**src/rtl/seg7_pkg.sv**
```systemverilog
// Shared types and the hex-to-segment lookup for the 7-segment scan driver.
// Segment bit order is {g,f,e,d,c,b,a}, active-high.
package seg7_pkg;

    typedef enum logic [1:0] {
        OFF   = 2'd0,
        SHOW  = 2'd1,
        BLANK = 2'd2
    } scan_state_t;

    localparam logic [6:0] SEG7_TABLE [16] = '{
        7'h3F, 7'h06, 7'h5B, 7'h4F, 7'h66, 7'h6D, 7'h7D, 7'h07,
        7'h7F, 7'h6F, 7'h77, 7'h7C, 7'h39, 7'h5E, 7'h79, 7'h71
    };

    function automatic logic [6:0] seg7_decode(input logic [3:0] nibble);
        return SEG7_TABLE[nibble];
    endfunction

endpackage

```
**src/rtl/seg7_scan_driver_hex_to_seg7.sv**
```systemverilog
// Combinational hex nibble to active-high 7-segment pattern.
module hex_to_seg7
    import seg7_pkg::*;
(
    input  logic [3:0] nibble,
    output logic [6:0] seg
);

    assign seg = seg7_decode(nibble);

endmodule

```
**src/rtl/seg7_scan_driver.sv**
```systemverilog
// Multiplexed 7-segment scanner: one digit per mux_en edge, blank gap between
// digits, optional leading-zero suppression, frame-aligned data updates.
module seg7_scan_driver
    import seg7_pkg::*;
#(
    parameter int NUM_DIGITS   = 4,
    parameter int BLANK_CYCLES = 16,
    parameter bit ACTIVE_LOW   = 1'b1
) (
    input  logic                          clk,
    input  logic                          rst,
    input  logic                          mux_en,
    input  logic [4*NUM_DIGITS-1:0]       data_i,
    input  logic [NUM_DIGITS-1:0]         dp_i,
    input  logic                          data_valid_i,
    input  logic                          lz_blank_i,
    output logic [NUM_DIGITS-1:0]         an_o,
    output logic [6:0]                    seg_o,
    output logic                          dp_o,
    output logic [$clog2(NUM_DIGITS)-1:0] digit_idx_o
);

    localparam int DATA_W = 4 * NUM_DIGITS;
    localparam int IDX_W  = $clog2(NUM_DIGITS);
    localparam int CNT_W  = (BLANK_CYCLES > 1) ? $clog2(BLANK_CYCLES) : 1;
    localparam logic [IDX_W-1:0] LAST_IDX = IDX_W'(NUM_DIGITS - 1);
    localparam logic [CNT_W-1:0] CNT_LAST = CNT_W'(BLANK_CYCLES - 1);
    localparam logic             INV      = ACTIVE_LOW;

    scan_state_t           state_reg, state_next;
    logic                  mux_en_q_reg;
    logic                  tick;
    logic [CNT_W-1:0]      cnt_reg, cnt_next;
    logic [IDX_W-1:0]      idx_reg, idx_next;
    logic [DATA_W-1:0]     shadow_reg, disp_reg, disp_next, load_data;
    logic [NUM_DIGITS-1:0] shadow_dp_reg, disp_dp_reg, disp_dp_next, load_dp;
    logic [NUM_DIGITS-1:0] an_reg, an_next;
    logic [6:0]            seg_reg, seg_next;
    logic                  dp_reg, dp_next;
    logic                  frame_load, enter_show, go_dark, lz_hide;
    logic [3:0]            nibble;
    logic [6:0]            seg_decoded;
    logic [NUM_DIGITS-1:0] upper_zero;

    assign tick = mux_en ^ mux_en_q_reg;

    // A strobe landing on the frame-load cycle bypasses the shadow.
    assign load_data = data_valid_i ? data_i : shadow_reg;
    assign load_dp   = data_valid_i ? dp_i   : shadow_dp_reg;

    always_comb begin
        state_next = state_reg;
        cnt_next   = cnt_reg;
        idx_next   = idx_reg;
        frame_load = 1'b0;
        enter_show = 1'b0;
        go_dark    = 1'b0;
        case (state_reg)
            OFF: begin
                if (tick) begin
                    state_next = SHOW;
                    idx_next   = '0;
                    frame_load = 1'b1;
                    enter_show = 1'b1;
                end
            end
            SHOW: begin
                if (tick) begin
                    state_next = BLANK;
                    cnt_next   = '0;
                    go_dark    = 1'b1;
                end
            end
            BLANK: begin
                if (cnt_reg == CNT_LAST) begin
                    state_next = SHOW;
                    enter_show = 1'b1;
                    if (idx_reg == LAST_IDX) begin
                        idx_next   = '0;
                        frame_load = 1'b1;
                    end else begin
                        idx_next = idx_reg + 1'b1;
                    end
                end else begin
                    cnt_next = cnt_reg + 1'b1;
                end
            end
            default: state_next = OFF;
        endcase
    end

    assign disp_next    = frame_load ? load_data : disp_reg;
    assign disp_dp_next = frame_load ? load_dp   : disp_dp_reg;
    assign nibble       = disp_next[{idx_next, 2'b00} +: 4];

    // upper_zero[i]: every nibble from the leftmost digit down to digit i is zero.
    for (genvar gi = 0; gi < NUM_DIGITS; gi++) begin : g_upper_zero
        assign upper_zero[gi] = ~|disp_next[DATA_W-1:4*gi];
    end

    assign lz_hide = lz_blank_i && (idx_next != '0) && upper_zero[idx_next];

    hex_to_seg7 u_hex_to_seg7 (
        .nibble (nibble),
        .seg    (seg_decoded)
    );

    // Outputs are built active-high, then polarity-flipped into the register.
    always_comb begin
        an_next  = an_reg;
        seg_next = seg_reg;
        dp_next  = dp_reg;
        if (enter_show) begin
            an_next  = {NUM_DIGITS{INV}} ^ (NUM_DIGITS'(1) << idx_next);
            seg_next = {7{INV}} ^ (lz_hide ? 7'h00 : seg_decoded);
            dp_next  = INV ^ disp_dp_next[idx_next];
        end else if (go_dark) begin
            an_next  = {NUM_DIGITS{INV}};
            seg_next = {7{INV}};
            dp_next  = INV;
        end
    end

    always_ff @(posedge clk) begin
        if (rst) begin
            state_reg     <= OFF;
            mux_en_q_reg  <= 1'b0;
            cnt_reg       <= '0;
            idx_reg       <= '0;
            shadow_reg    <= '0;
            shadow_dp_reg <= '0;
            disp_reg      <= '0;
            disp_dp_reg   <= '0;
            an_reg        <= {NUM_DIGITS{INV}};
            seg_reg       <= {7{INV}};
            dp_reg        <= INV;
        end else begin
            state_reg    <= state_next;
            mux_en_q_reg <= mux_en;
            cnt_reg      <= cnt_next;
            idx_reg      <= idx_next;
            disp_reg     <= disp_next;
            disp_dp_reg  <= disp_dp_next;
            an_reg       <= an_next;
            seg_reg      <= seg_next;
            dp_reg       <= dp_next;
            if (data_valid_i) begin
                shadow_reg    <= data_i;
                shadow_dp_reg <= dp_i;
            end
        end
    end

    assign an_o        = an_reg;
    assign seg_o       = seg_reg;
    assign dp_o        = dp_reg;
    assign digit_idx_o = idx_reg;

endmodule

```
**config.mk**
```make
export PLATFORM = sky130hd
export DESIGN_NAME = seg7_scan_driver
export DESIGN_NICKNAME = d
export VERILOG_FILES = /design/src/rtl/seg7_pkg.sv /design/src/rtl/seg7_scan_driver_hex_to_seg7.sv /design/src/rtl/seg7_scan_driver.sv
export SDC_FILE = /design/constraint.sdc
export NUM_CORES = 1
export LEC_CHECK = 0
export BUFFER_PORTS_ARGS = -buffer_cell sky130_fd_sc_hd__buf_4
export CORE_MARGIN = 5
export CORE_UTILIZATION = 45
export CTS_BUF_LIST = sky130_fd_sc_hd__clkbuf_8
export DETAILED_ROUTE_END_ITERATION = 8
export PLACE_DENSITY = 0.61
export SYNTH_ARGS = -nofsm -noshare
export SYNTH_HDL_FRONTEND = slang
export SYNTH_SLANG_ARGS = --single-unit
```
**constraint.sdc**
```tcl
create_clock -name clk -period 4.85 [get_ports clk]
set_input_delay 1.455 -clock clk [delete_from_list [all_inputs] [get_ports clk]]
set_output_delay 1.455 -clock clk [all_outputs]
set_load 0.05 [all_outputs]
```
==> After elaboration in Yosys (flattened, before gate mapping) <==
Memory sizes are Yosys's and may differ from the RTL's.
Cells that the tools add are included.
{ "word_totals": {"register_bits": 61, "rom_bits": 112, "in_bits": 25, "out_inout_bits": 14, "wordCells": 82, "mem_count": 1} }
{ "classes": {"n_addsub": 2, "order_cmp": 2, "n_eq_ne": 8, "n_shift": 2, "mux": 35, "n_bitwise": 5, "n_reduce_logical": 16} }
{ "memory_table": {"columns": ["name", "depth", "width", "rd", "rd_ports_with_merged_regs", "wr", "line_no", "text"], "rows": [
  ["(name not given)", 16, 7, 1, 0, 0, "seg7_pkg.sv:17", "return SEG7_TABLE[nibble];"]
]} }
{ "ops": {"columns": ["operator", "n"], "rows": [
  ["2-to-1 mux 7 bit", 5],
  ["2-to-1 mux 16 bit", 2],
  ["2-to-1 mux 4 bit", 6],
  ["OR reduction 16 bit", 1],
  ["indexed part select 16 x 5 -> 4 bit", 1],
  ["2-to-1 mux 2 bit", 6],
  ["OR reduction 12 bit", 1],
  ["2-to-1 mux 1 bit", 9],
  ["!= test 2 bit (second input constant)", 4],
  ["one-hot mux 4 bit (2 select lines)", 1],
  ["OR reduction 8 bit", 1],
  ["inverter 7 bit", 1],
  ["one-hot mux 2 bit (3 select lines)", 1],
  ["AND reduction 3 bit", 2],
  ["nonzero test 2 bit", 3],
  ["greater-or-equal comparator 5 bit (second input constant)", 1],
  ["inverter 4 -> 5 bit", 1],
  ["adder 4 x 1 -> 4 bit (second input constant)", 1],
  ["binary-select mux 1 bit (select 2 bit)", 2],
  ["equality test 2 bit (second input constant)", 2],
  ["equality test 4 bit (second input constant)", 1],
  ["logical NOT 1 bit", 4],
  ["inverter 4 bit", 1],
  ["one-hot mux 1 bit (2 select lines)", 2],
  ["10 further kinds", 11]
]} }

==> Logic depth before layout (Yosys ltp) <==
Gate-level depths: netlist (run 1).
{ "depth": {"ltp_word": 13, "depth_mapped": 14, "mapped_depth_nobuf": 12} }

==> By module <==
Synthesis (run 1) repeated with hierarchy kept, for this count alone.
{ "unflattened": {"cells_unflattened": 312, "hier_area_um2": 3046.7} }
{ "modules_own_cells": {"columns": ["mod", "instances", "cells_each", "area_each_um2", "seq_area_each_um2"], "rows": [
  ["seg7_scan_driver", 1, 279, 2758.9, 1221.2],
  ["hex_to_seg7", 1, 33, 287.8, 0.0]
]} }

==> Worst setup path before layout (run 1) <==
Ideal clock, no wire load.
{ "synth_path": {"path_kind": "in2reg", "from": "input data_valid_i", "to": "register seg_reg[3], in the netlist seg_o[3]", "setup_ps": 139, "arrival_ps": 3828, "required_ps": 4711, "slack_ps": 884, "path_stages": 11, "n_path_buf": 2, "path_cell_list": "buf_2 -> buf_1 -> mux2_2 -> mux2i_1 -> mux2i_1 -> mux2i_1 -> inv_1 -> ha_1 -> mux2_2 -> mux2i_1 -> a21oi_1"} }
{ "synth_via": {"elab_chain_cells": 10, "word_cells_on_any_way": 21, "classes_between": "1 x shift; 8 x mux; 2 x bitwise; 9 x reduce/logical; 1 x memory"} }
{ "synth_rtl": {"columns": ["element", "line_no", "text"], "rows": [
  ["from (decl)", "seg7_scan_driver.sv:15", "input logic data_valid_i,"],
  ["2-to-1 mux 16 bit (*)", null, null],
  ["2-to-1 mux 16 bit (*)", "seg7_scan_driver.sv:92", "assign disp_next = frame_load ? load_data : disp_reg;"],
  ["indexed part select 16 x 5 -> 4 bit (tied with other cells)", "seg7_scan_driver.sv:94", "assign nibble = disp_next[{idx_next, 2'b00} +: 4];"],
  ["inverter 4 -> 5 bit (implied by the code) or logical NOT 1 bit (tied branches)", "seg7_pkg.sv:17, seg7_scan_driver.sv:98", null],
  ["memory read (16 x 7 bit) or binary-select mux 1 bit (select 2 bit) (tied branches)", null, null],
  ["2-to-1 mux 7 bit (implied by the code) or 2-to-1 mux 1 bit (tied branches)", "seg7_pkg.sv:17, seg7_scan_driver.sv:101", null],
  ["2-to-1 mux 7 bit (implied by the code) or logical AND 1 bit (tied branches)", "seg7_pkg.sv:17, seg7_scan_driver.sv:101", null],
  ["2-to-1 mux 7 bit (*)", "seg7_scan_driver.sv:115", "seg_next = {7{INV}} ^ (lz_hide ? 7'h00 : seg_decoded);"],
  ["inverter 7 bit (no source line) (*)", null, null],
  ["2-to-1 mux 7 bit (*)", "seg7_scan_driver.sv:113", "if (enter_show) begin"],
  ["to (signal assigned)", "seg7_scan_driver.sv:135", "seg_reg <= {7{INV}};"],
  ["to (signal assigned)", "seg7_scan_driver.sv:145", "seg_reg <= seg_next;"],
  ["to (decl)", "seg7_scan_driver.sv:38", "logic [6:0] seg_reg, seg_next;"]
]} }
Every way passes the cells marked *; elsewhere a longest branch is shown, timed or not. The select of a mux whose other input is x is not followed.
A chain may end at the register's enable or synchronous reset.

==> Worst setup path after layout (run 1) <==
{ "layout_path": {"from": "input mux_en", "to": "register seg_reg[3], in the netlist seg_o[3]"} }
{ "layout_via": {"elab_chain_cells": 12, "word_cells_on_any_way": 30, "classes_between": "1 x shift; 13 x mux; 3 x bitwise; 12 x reduce/logical; 1 x memory"} }
{ "layout_rtl": {"columns": ["element", "line_no", "text"], "rows": [
  ["from (decl)", "seg7_scan_driver.sv:12", "input logic mux_en,"],
  ["bitwise XOR 1 bit (*)", "seg7_scan_driver.sv:45", "assign tick = mux_en ^ mux_en_q_reg;"],
  ["2-to-1 mux 1 bit", "seg7_scan_driver.sv:60, seg7_scan_driver.sv:68", null],
  ["one-hot mux 1 bit (2 select lines)", "seg7_scan_driver.sv:58", "case (state_reg)"],
  ["2-to-1 mux 16 bit", "seg7_scan_driver.sv:92", null],
  ["indexed part select 16 x 5 -> 4 bit (tied with other cells)", "seg7_scan_driver.sv:94", null],
  ["inverter 4 -> 5 bit (implied by the code) or logical NOT 1 bit (tied branches)", "seg7_pkg.sv:17, seg7_scan_driver.sv:98", null],
  ["memory read (16 x 7 bit) or binary-select mux 1 bit (select 2 bit) (tied branches)", null, null],
  ["2-to-1 mux 7 bit (implied by the code) or 2-to-1 mux 1 bit (tied branches)", "seg7_pkg.sv:17, seg7_scan_driver.sv:101", null],
  ["2-to-1 mux 7 bit (implied by the code) or logical AND 1 bit (tied branches)", "seg7_pkg.sv:17, seg7_scan_driver.sv:101", null],
  ["2-to-1 mux 7 bit", "seg7_scan_driver.sv:115", null],
  ["inverter 7 bit (no source line)", null, null],
  ["2-to-1 mux 7 bit", "seg7_scan_driver.sv:113", null]
]} }
Marked as above.

==> reports/results.ini, run 1 <==
[run_status]
status=finished, final reports clean

[power]
ir_drop_v=0.000261
p_total_w=0.00138
p_leak_nw=1.56
powerDensity_nw_per_um2=403

[worst_setup_path]
r2r-end=seg_o[3]
critPathCaptureType=flop
ff2ff_setup_slack_ns=1.61
reg2reg_from=cnt_reg[0]
path_max_fanout=34
required_ns=5.04
ff2ff_path_depth=12
arrival_ns=4.04
worstSetupStartpointType=input pin
path_class=input pin to flop

[floorplanning]
floorplan.rows=29
ios=39
die_w_um=90.3
die-area_um2=8160
start_util=0.460
die_h_um=90.3
placeableCoreArea_um2=6310

[synth]
synth_edf_count=0
synth_ff_type=dfxtp_1
ys_seq_elements=61
ys_warn_count=0
yosysSeqAreaShare=0.421
ys_async_sr_fraction=0
synth_cell_type_count=47
synth_area_um2=2900
mappedNetlistNets=332
avgSynthCellArea_um2=9.71
synthCells=299

[placement]
place_congestion=0.798
port_buffers=38
hpwlAfterDp_um=4250
dp.cells=401

[timing]
setup-tns-final_ns=0
rsz0062_at_grt=no
setup_viol=0
worst_pin_slew_ns=0.679
hold_viol_final=0
period_share=0.794
max_freq_mhz=260
skew_ns=0.00588
maxSlewViolCount=0
maxSlewHeadroom=0.547
period_needed_ns=3.85

[global_routing]
grt_usage=0.158
grt_pass1_vias=2235
global_route.overflow_total=0
grt_max_degree=57
grt_pass1_wl_um=10600
antenna_found_initial=0

[layout]
final_nets=368
drive_above_1_share=0.230
stdcell_count=416
num_antenna_cells=0
areaGrowthSynthToFinish_pct=17.8
finish.utilization=0.542

[route]
route.detailed.drc=0
antenna_left=0
drtIter0Drc=133
dr.pass1.iters=5
viasPerCell=5.36
drt-total-wl_um=6180
vias=2230
wl_per_cell_um=14.9

[clocking]
clk_pin_slew_ns=0.07
clock_sinks=61
post_cts_resized=0
numCtsBuffers=9
clk_latency_ns=0.33
clk_path_buf_depth=2
cts_setup_buffers=0
clockRootBuffer=clkbuf_8
hold_buffers=0
cts_max_level=3
tritoncts=yes

[hold_path]
hp-class=flop to flop
holdPathStages=2
holdPathEnd=cnt_reg[1]
min_from=cnt_reg[1]

[job]
maxCapViolations=0

==> cells by family (layout without fill, tap and decap cells) <==
group / count (synthesis) / after routing / share of synthesized area
fa+ha+maj: 8 / 8 / 0.0345
compound gates: 45 / 45 / 0.127
simple gates: 109 / 109 / 0.184
mux: 50 / 50 / 0.182
flops: 61 / 61 / 0.421
xor+xnor: 3 / 3 / 0.0116
buf+inv: 23 / 63 / 0.0405
==> cell usage after synthesis (all sizes together) (5+ instances only) <==
cell type   n  area (µm²)
dfxtp      61        1220
nor2       46         173
mux2i      38         393
nand2      15        56.3
buf        12        76.3
mux2       12         135
nor2b      11        68.8
o21ai      11        58.8
nor3       10        50.1
ha          8         100
a31oi       6        37.5
inv         6        22.5
a21o        5        37.5
clkbuf      5        18.8
nor3b       5        37.5
==> cells in the final DEF, fill, tap and decap left out, types with 2 or more instances in the layout <==
master / n
nor2b_1: 11
nor3b_1: 5
clkinv_2: 2
dfxtp_1: 61
mux2_2: 12
inv_1: 6
nand3b_1: 4
nand2_1: 15
a21oi_1: 3
o211ai_1: 4
or4_1: 2
or3_1: 2
nor2_1: 46
nand3_1: 2
clkbuf_8: 11
nor3_1: 10
a211oi_1: 2
xor2_1: 2
o21ai_0: 9
o21bai_1: 3
nor4_1: 4
mux2i_1: 37
a22o_1: 2
and2_1: 2
nand4_1: 2
a31oi_1: 6
buf_4: 42
a22oi_4: 2
a21o_1: 5
ha_1: 8
==> critical path, stage by stage <==
cell and delay (ns):
buf_4 0.12, xnor2_2 0.17, o32ai_4 0.21, buf_4 0.40
mux2i_1 0.31, mux2i_1 0.11, mux2i_1 0.36, inv_1 0.17
ha_1 0.25, mux2_2 0.27, mux2i_1 0.12, a21oi_1 0.08
==> how the worst max path moves through the flow <==
stage | endpoint | slack (ns) | cells past startpoint | from
floorplan | seg_o[3] | 0.88 | 11 | data_valid_i
global placement | seg_o[3] | 0.76 | 12 | mux_en
detailed placement | seg_o[3] | 0.66 | 12 | mux_en
CTS | seg_o[3] | 1.01 | 12 | mux_en
global route | seg_o[3] | 0.70 | 12 | mux_en
finish | seg_o[3] | 1.0 | 12 | mux_en
==> layer usage <==
metal | share of wire | GRT usage
met3 | 0.042 | 0.0350
met4 | 0.017 | 0.0732
met2 | 0.46 | 0.243
met1 | 0.48 | 0.210
met5 | 0 | 0
==> through the flow <==
stage | setup slack, ns | area [µm²] | hold WS, ns
after floorplan | 0.884 | 2900 | 0.449
after global placement | 0.756 | 3220 | 0.465
after detailed placement | 0.659 | 3220 | 0.474
after CTS | 1.01 | 3420 | 0.483
after global routing | 0.696 | 3420 | 0.518
final | 0.999 | 3420 | 0.482
==> power by group <==
group / leakage [nW] / switching [W] / internal [W]
Sequential: 0.502 / 0.0000254 / 0.000548
Clock: 0.101 / 0.000199 / 0.000261
Combinational: 0.955 / 0.000208 / 0.000137
==> layout make-up <==
type	count	area [µm²]
Fill cell	593	2890
Inverter	6	22.5
Clock inverter	4	47.5
Tap cell	77	96.3
Clock buffer	11	151
Multi-Input combinational cell	215	1570
Sequential cell	61	1220
Timing Repair Buffer	42	315
Note: power is estimated with default switching activity, not from simulation.
==> inputs of run 2 (changes only) <==
- clock period: 4.85 -> 3.9 ns (I/O delays scaled with it)
==> run 2 against run 1 <==
Net effect: final area is 1.8% higher; clock skew is 0.0033 ns higher; utilization is 0.97 points higher; worst setup slack worse by 0.36 ns; sequential power is 24% higher; clock power is 39% higher; highest routed layer unchanged; wire length is 0.40% lower.
==> reports/results.ini, run 2 (synthesis gave the netlist of run 1 again) <==
[run_status]
status=finished, final reports clean

[global_routing]
global_route.overflow_total=0
grt_max_degree=57
antenna_found_initial=0
use_met3=0.0383
grt_pass1_wl_um=10400
top_usage_layer=met2
grt_usage=0.158
gr-usage-met2=0.228
use_met1=0.217
grt_pass1_vias=2164

[job]
maxCapViolations=0

[route]
drt-total-wl_um=6160
drtIter0Drc=92
viasPerCell=5.25
wl_per_cell_um=14.7
route.detailed.drc=0
dr.pass1.iters=4
antenna_left=0
vias=2203

[clocking]
clk_latency_ns=0.34
cts_max_level=3
clk_path_buf_depth=2
clock_sinks=61
hold_buffers=0
numCtsBuffers=9
tritoncts=yes
clk_pin_slew_ns=0.07
cts_setup_buffers=0
clockRootBuffer=clkbuf_8
post_cts_resized=0

[timing]
period_share=0.835
setup_viol=0
rsz0062_at_grt=no
hold_viol_final=0
max_freq_mhz=307
worst_pin_slew_ns=0.689
maxSlewViolCount=0
maxSlewHeadroom=0.541
skew_ns=0.00923
period_needed_ns=3.26
setup-tns-final_ns=0

[layout]
final_nets=371
fill_cells=584
most-common-layout-cells=61 x dfxtp_1, 46 x nor2_1, 44 x buf_4
mostFrequentLayoutCell=dfxtp_1
drive_above_1_share=0.236
areaGrowthSynthToFinish_pct=19.9
num_antenna_cells=0
stdcell_count=420

[power]
powerDensity_nw_per_um2=513
ir_drop_v=0.000271
p_leak_nw=1.59

[worst_setup_path]
worstSetupStartpointType=input pin
critPathCaptureType=flop
path_class=input pin to flop
reg2reg_from=cnt_reg[0]
path_max_fanout=17
r2r-end=seg_o[3]
ff2ff_setup_slack_ns=0.92
ff2ff_path_depth=11
arrival_ns=3.48
required_ns=4.13

[placement]
place_congestion=0.791
hpwlAfterDp_um=4300
port_buffers=38
dp.cells=404

[floorplanning]
die-area_um2=8160
start_util=0.460
placeableCoreArea_um2=6310
die_w_um=90.3
floorplan.rows=29
die_h_um=90.3
ios=39

[hold_path]
holdPathEnd=cnt_reg[1]
min_from=cnt_reg[1]
holdPathStages=2
hp-class=flop to flop

[run 2: how the worst max path moves through the flow]
stage            startpoint       end  slack (ns)  cells past startpoint
5_1_grt              mux_en  seg_o[3]        0.43                     11
4_1_cts              mux_en  seg_o[3]        0.66                     11
6_report             mux_en  seg_o[3]        0.64                     11
3_3_place_gp         mux_en  seg_o[3]        0.35                     11
2_1_floorplan  data_valid_i  seg_o[3]        0.22                     11
3_5_place_dp         mux_en  seg_o[3]        0.32                     11
[run 2: stage by stage]
step,power [W],area (µm²),hold WS [ns],utilization,setup slack [ns]
6_report,0.00179,3480,0.477,0.551,0.643
2_1_floorplan,0.00104,2900,0.449,-,0.219
4_1_cts,0.00180,3480,0.479,0.551,0.663
5_1_grt,0.00188,3480,0.523,0.551,0.427
3_5_place_dp,0.00117,3260,0.469,0.516,0.315
3_3_place_gp,0.00116,3260,0.464,0.516,0.345
[run 2: report_power, final]
group          total, W  switching [W]  internal (W)
clock network  0.000636       0.000246      0.000390
registers      0.000713      0.0000317      0.000681
logic          0.000436       0.000258      0.000178
total           0.00179       0.000535       0.00125
[run 2: final cells by class]
class                      instances  area [µm²]  share of cell area
clock buffer                      11         151              0.0435
inverter                           6        22.5             0.00647
sequential                        61        1220               0.351
clock inverter                     5        73.8              0.0212
tap                               77        96.3              0.0277
timing repair buffer              45         350               0.101
multi-input combinational        215        1570               0.450
[run 2: layer usage]
| metal | up-vias | part of all wire |
|---|---|---|
| met5 | - | 0 |
| met4 | 0 | 0.019 |
| met3 | 9 | 0.031 |
| met2 | 30 | 0.45 |
| met1 | 1021 | 0.50 |
| li1 | 1143 | - |
[run 2: worst max-delay path, stage by stage]
cell	delay [ns]
buf_4	0.12
xnor2_2	0.16
a21o_1	0.28
a22oi_4	0.52
mux2i_1	0.25
mux2i_1	0.11
buf_4	0.19
ha_1	0.21
mux2_2	0.26
mux2i_1	0.12
a21oi_1	0.07
==> inputs of run 3 (changes only) <==
- PLACE_DENSITY: 0.61 -> 0.63
- clock period: 3.9 -> 2.7 ns (I/O delays scaled with it)
==> run 3 against run 2 <==
Net effect: worst hold slack better by 0.0077 ns; sequential cell count unchanged; non-clock buffer count up 55; final area up 14%; sequential power up 44%; the flow now finishes with violations (negative setup slack); final cell count up 13%; global-route usage up 1.3 points; critical path depth up 1; wire length up 11%; first-iteration DRC count up 49%; count of clock-buffer cells in the layout unchanged.
==> reports/results.ini, run 3 (synthesis gave the netlist of run 1 again) <==
[floorplanning]
die_h_um=90.3
start_util=0.460
ios=39
die_w_um=90.3
placeableCoreArea_um2=6310
die-area_um2=8160
floorplan.rows=29

[power]
switchingPower_w=0.000814
p_leak_nw=1.82
p_int_w=0.00175
pwr-share-clk=0.276
p_total_w=0.00256
seqPwrFrac=0.402
powerDensity_nw_per_um2=645
p_comb_frac=0.322
netSwitchingFraction=0.318
ir_drop_v=0.000403

[route]
drtIter0Drc=137
viasPerCell=5.16
wl_per_cell_um=14.4
drt-total-wl_um=6830
antenna_left=0
vias=2443
route.detailed.drc=0
dr.pass1.iters=4

[timing]
maxSlewViolCount=0
worst_slack_ns=-0.0861
whs_ns=0.484
hold_viol_final=0
period_needed_ns=2.79
setup_viol=5
max_freq_mhz=359
setup-tns-final_ns=-0.233
period_share=1.03
rsz0062_at_grt=yes
skew_ns=0.00612
worst_pin_slew_ns=0.398
maxSlewHeadroom=0.734

[worst_setup_path]
path_max_fanout=7
ff2ff_path_depth=12
worstSetupEndpoint=seg_o[3]
path_cells=buf_8 -> xnor2_4 -> o32ai_4 -> buf_6 -> mux2i_2 -> mux2i_1 -> mux2i_2 -> inv_1 -> ha_2 -> mux2_2 -> mux2i_1 -> a21oi_1
cpPeakStageDelay_ns=0.34
cp-startpoint=mux_en
critPathCaptureType=flop
path_class=input pin to flop
r2r-end=seg_o[3]
cpMaxStageDelayCell=o32ai_4
ff2ff_setup_slack_ns=0.01
worstSetupStartpointType=input pin
required_ns=2.92
arrival_ns=3.01
reg2reg_from=cnt_reg[0]

[placement]
pre_cts_ws_ns=-0.488
hpwlAfterDp_um=4960
port_buffers=38
place_congestion=0.792

[clocking]
clock_sinks=61
tritoncts=yes
cts_max_level=3
clockRootBuffer=clkbuf_8
clk_latency_ns=0.33
numCtsBuffers=9
clk_path_buf_depth=2
clk_pin_slew_ns=0.06

[hold_path]
hp-class=flop to flop

[layout]
final_nets=426
num_antenna_cells=0
regArea_um2=1220
mostFrequentLayoutCell=buf_4
finish.utilization=0.629
multiInputGateArea_um2=1670
drive_above_1_share=0.381
fill_cells=566
most-common-layout-cells=93 x buf_4, 61 x dfxtp_1, 45 x nor2_1
areaGrowthSynthToFinish_pct=36.8

[global_routing]
antenna_found_initial=0
global_route.overflow_total=0
grt_pass1_vias=2378
grt_pass1_wl_um=11400
grt_usage=0.171
grt_max_degree=33

[run_status]
violations=negative setup slack
status=finished with violations

[job]
maxCapViolations=0

## run 3: through the flow
step | cell area [µm²] | cells
3_3_place_gp | 3630 | 450
2_1_floorplan | 2930 | 299
4_1_cts | 3860 | 466
5_1_grt | 3970 | 473
3_5_place_dp | 3630 | 450
6_report | 3970 | 473
## run 3: how the worst min path moves through the flow
stage	start	end	slack [ns]	cells past startpoint
floorplan	cnt_reg[1]	cnt_reg[1]	0.45	2
global placement	shadow_dp_reg[0]	shadow_dp_reg[0]	0.48	2
detailed placement	seg_o[6]	seg_o[6]	0.48	2
CTS	seg_o[6]	seg_o[6]	0.49	2
global route	seg_o[5]	seg_o[5]	0.52	2
finish	seg_o[6]	seg_o[6]	0.48	2
## run 3: critical path: cells and delay by family
kind            cells  cell delay, ns
compound gates      2            0.41
xor+xnor            1            0.13
fa+ha+maj           1            0.21
buf+inv             3            0.43
mux                 5            1.00
## run 3: cell type report
class / instances / share of cell area
clock inverters: 3 / 0.00347
inverters: 6 / 0.00567
clock buffers: 11 / 0.0381
multi-input cells: 215 / 0.420
well taps: 77 / 0.0243
flip-flops and latches: 61 / 0.307
repair buffers: 100 / 0.201
## run 3: per-layer routing
layer / wire (µm) / share of wire / global-route usage / vias up
met3: 310 / 0.045 / 0.0467 / 8
met2: 3080 / 0.45 / 0.254 / 42
met4: 104 / 0.015 / 0.0658 / 0
met1: 3340 / 0.49 / 0.235 / 1144
li1: - / - / - / 1249
met5: 0 / 0 / 0 / -
## run 3: power by group through the flow
stage          logic [W]  registers [W]  clock network, W
5_1_grt         0.000887        0.00104          0.000773
3_5_place_dp    0.000755        0.00105                 0
6_report        0.000825        0.00103          0.000706
4_1_cts         0.000781        0.00103          0.000726
2_1_floorplan   0.000386        0.00113                 0
3_3_place_gp    0.000742        0.00104                 0
## run 3: repair_timing
item                                    CTS  global route
buffers inserted                          2             7
gates resized for setup                  12            12
endpoints found under the setup margin    7             7
hold buffers                              0             0
pin swaps                                 5             5
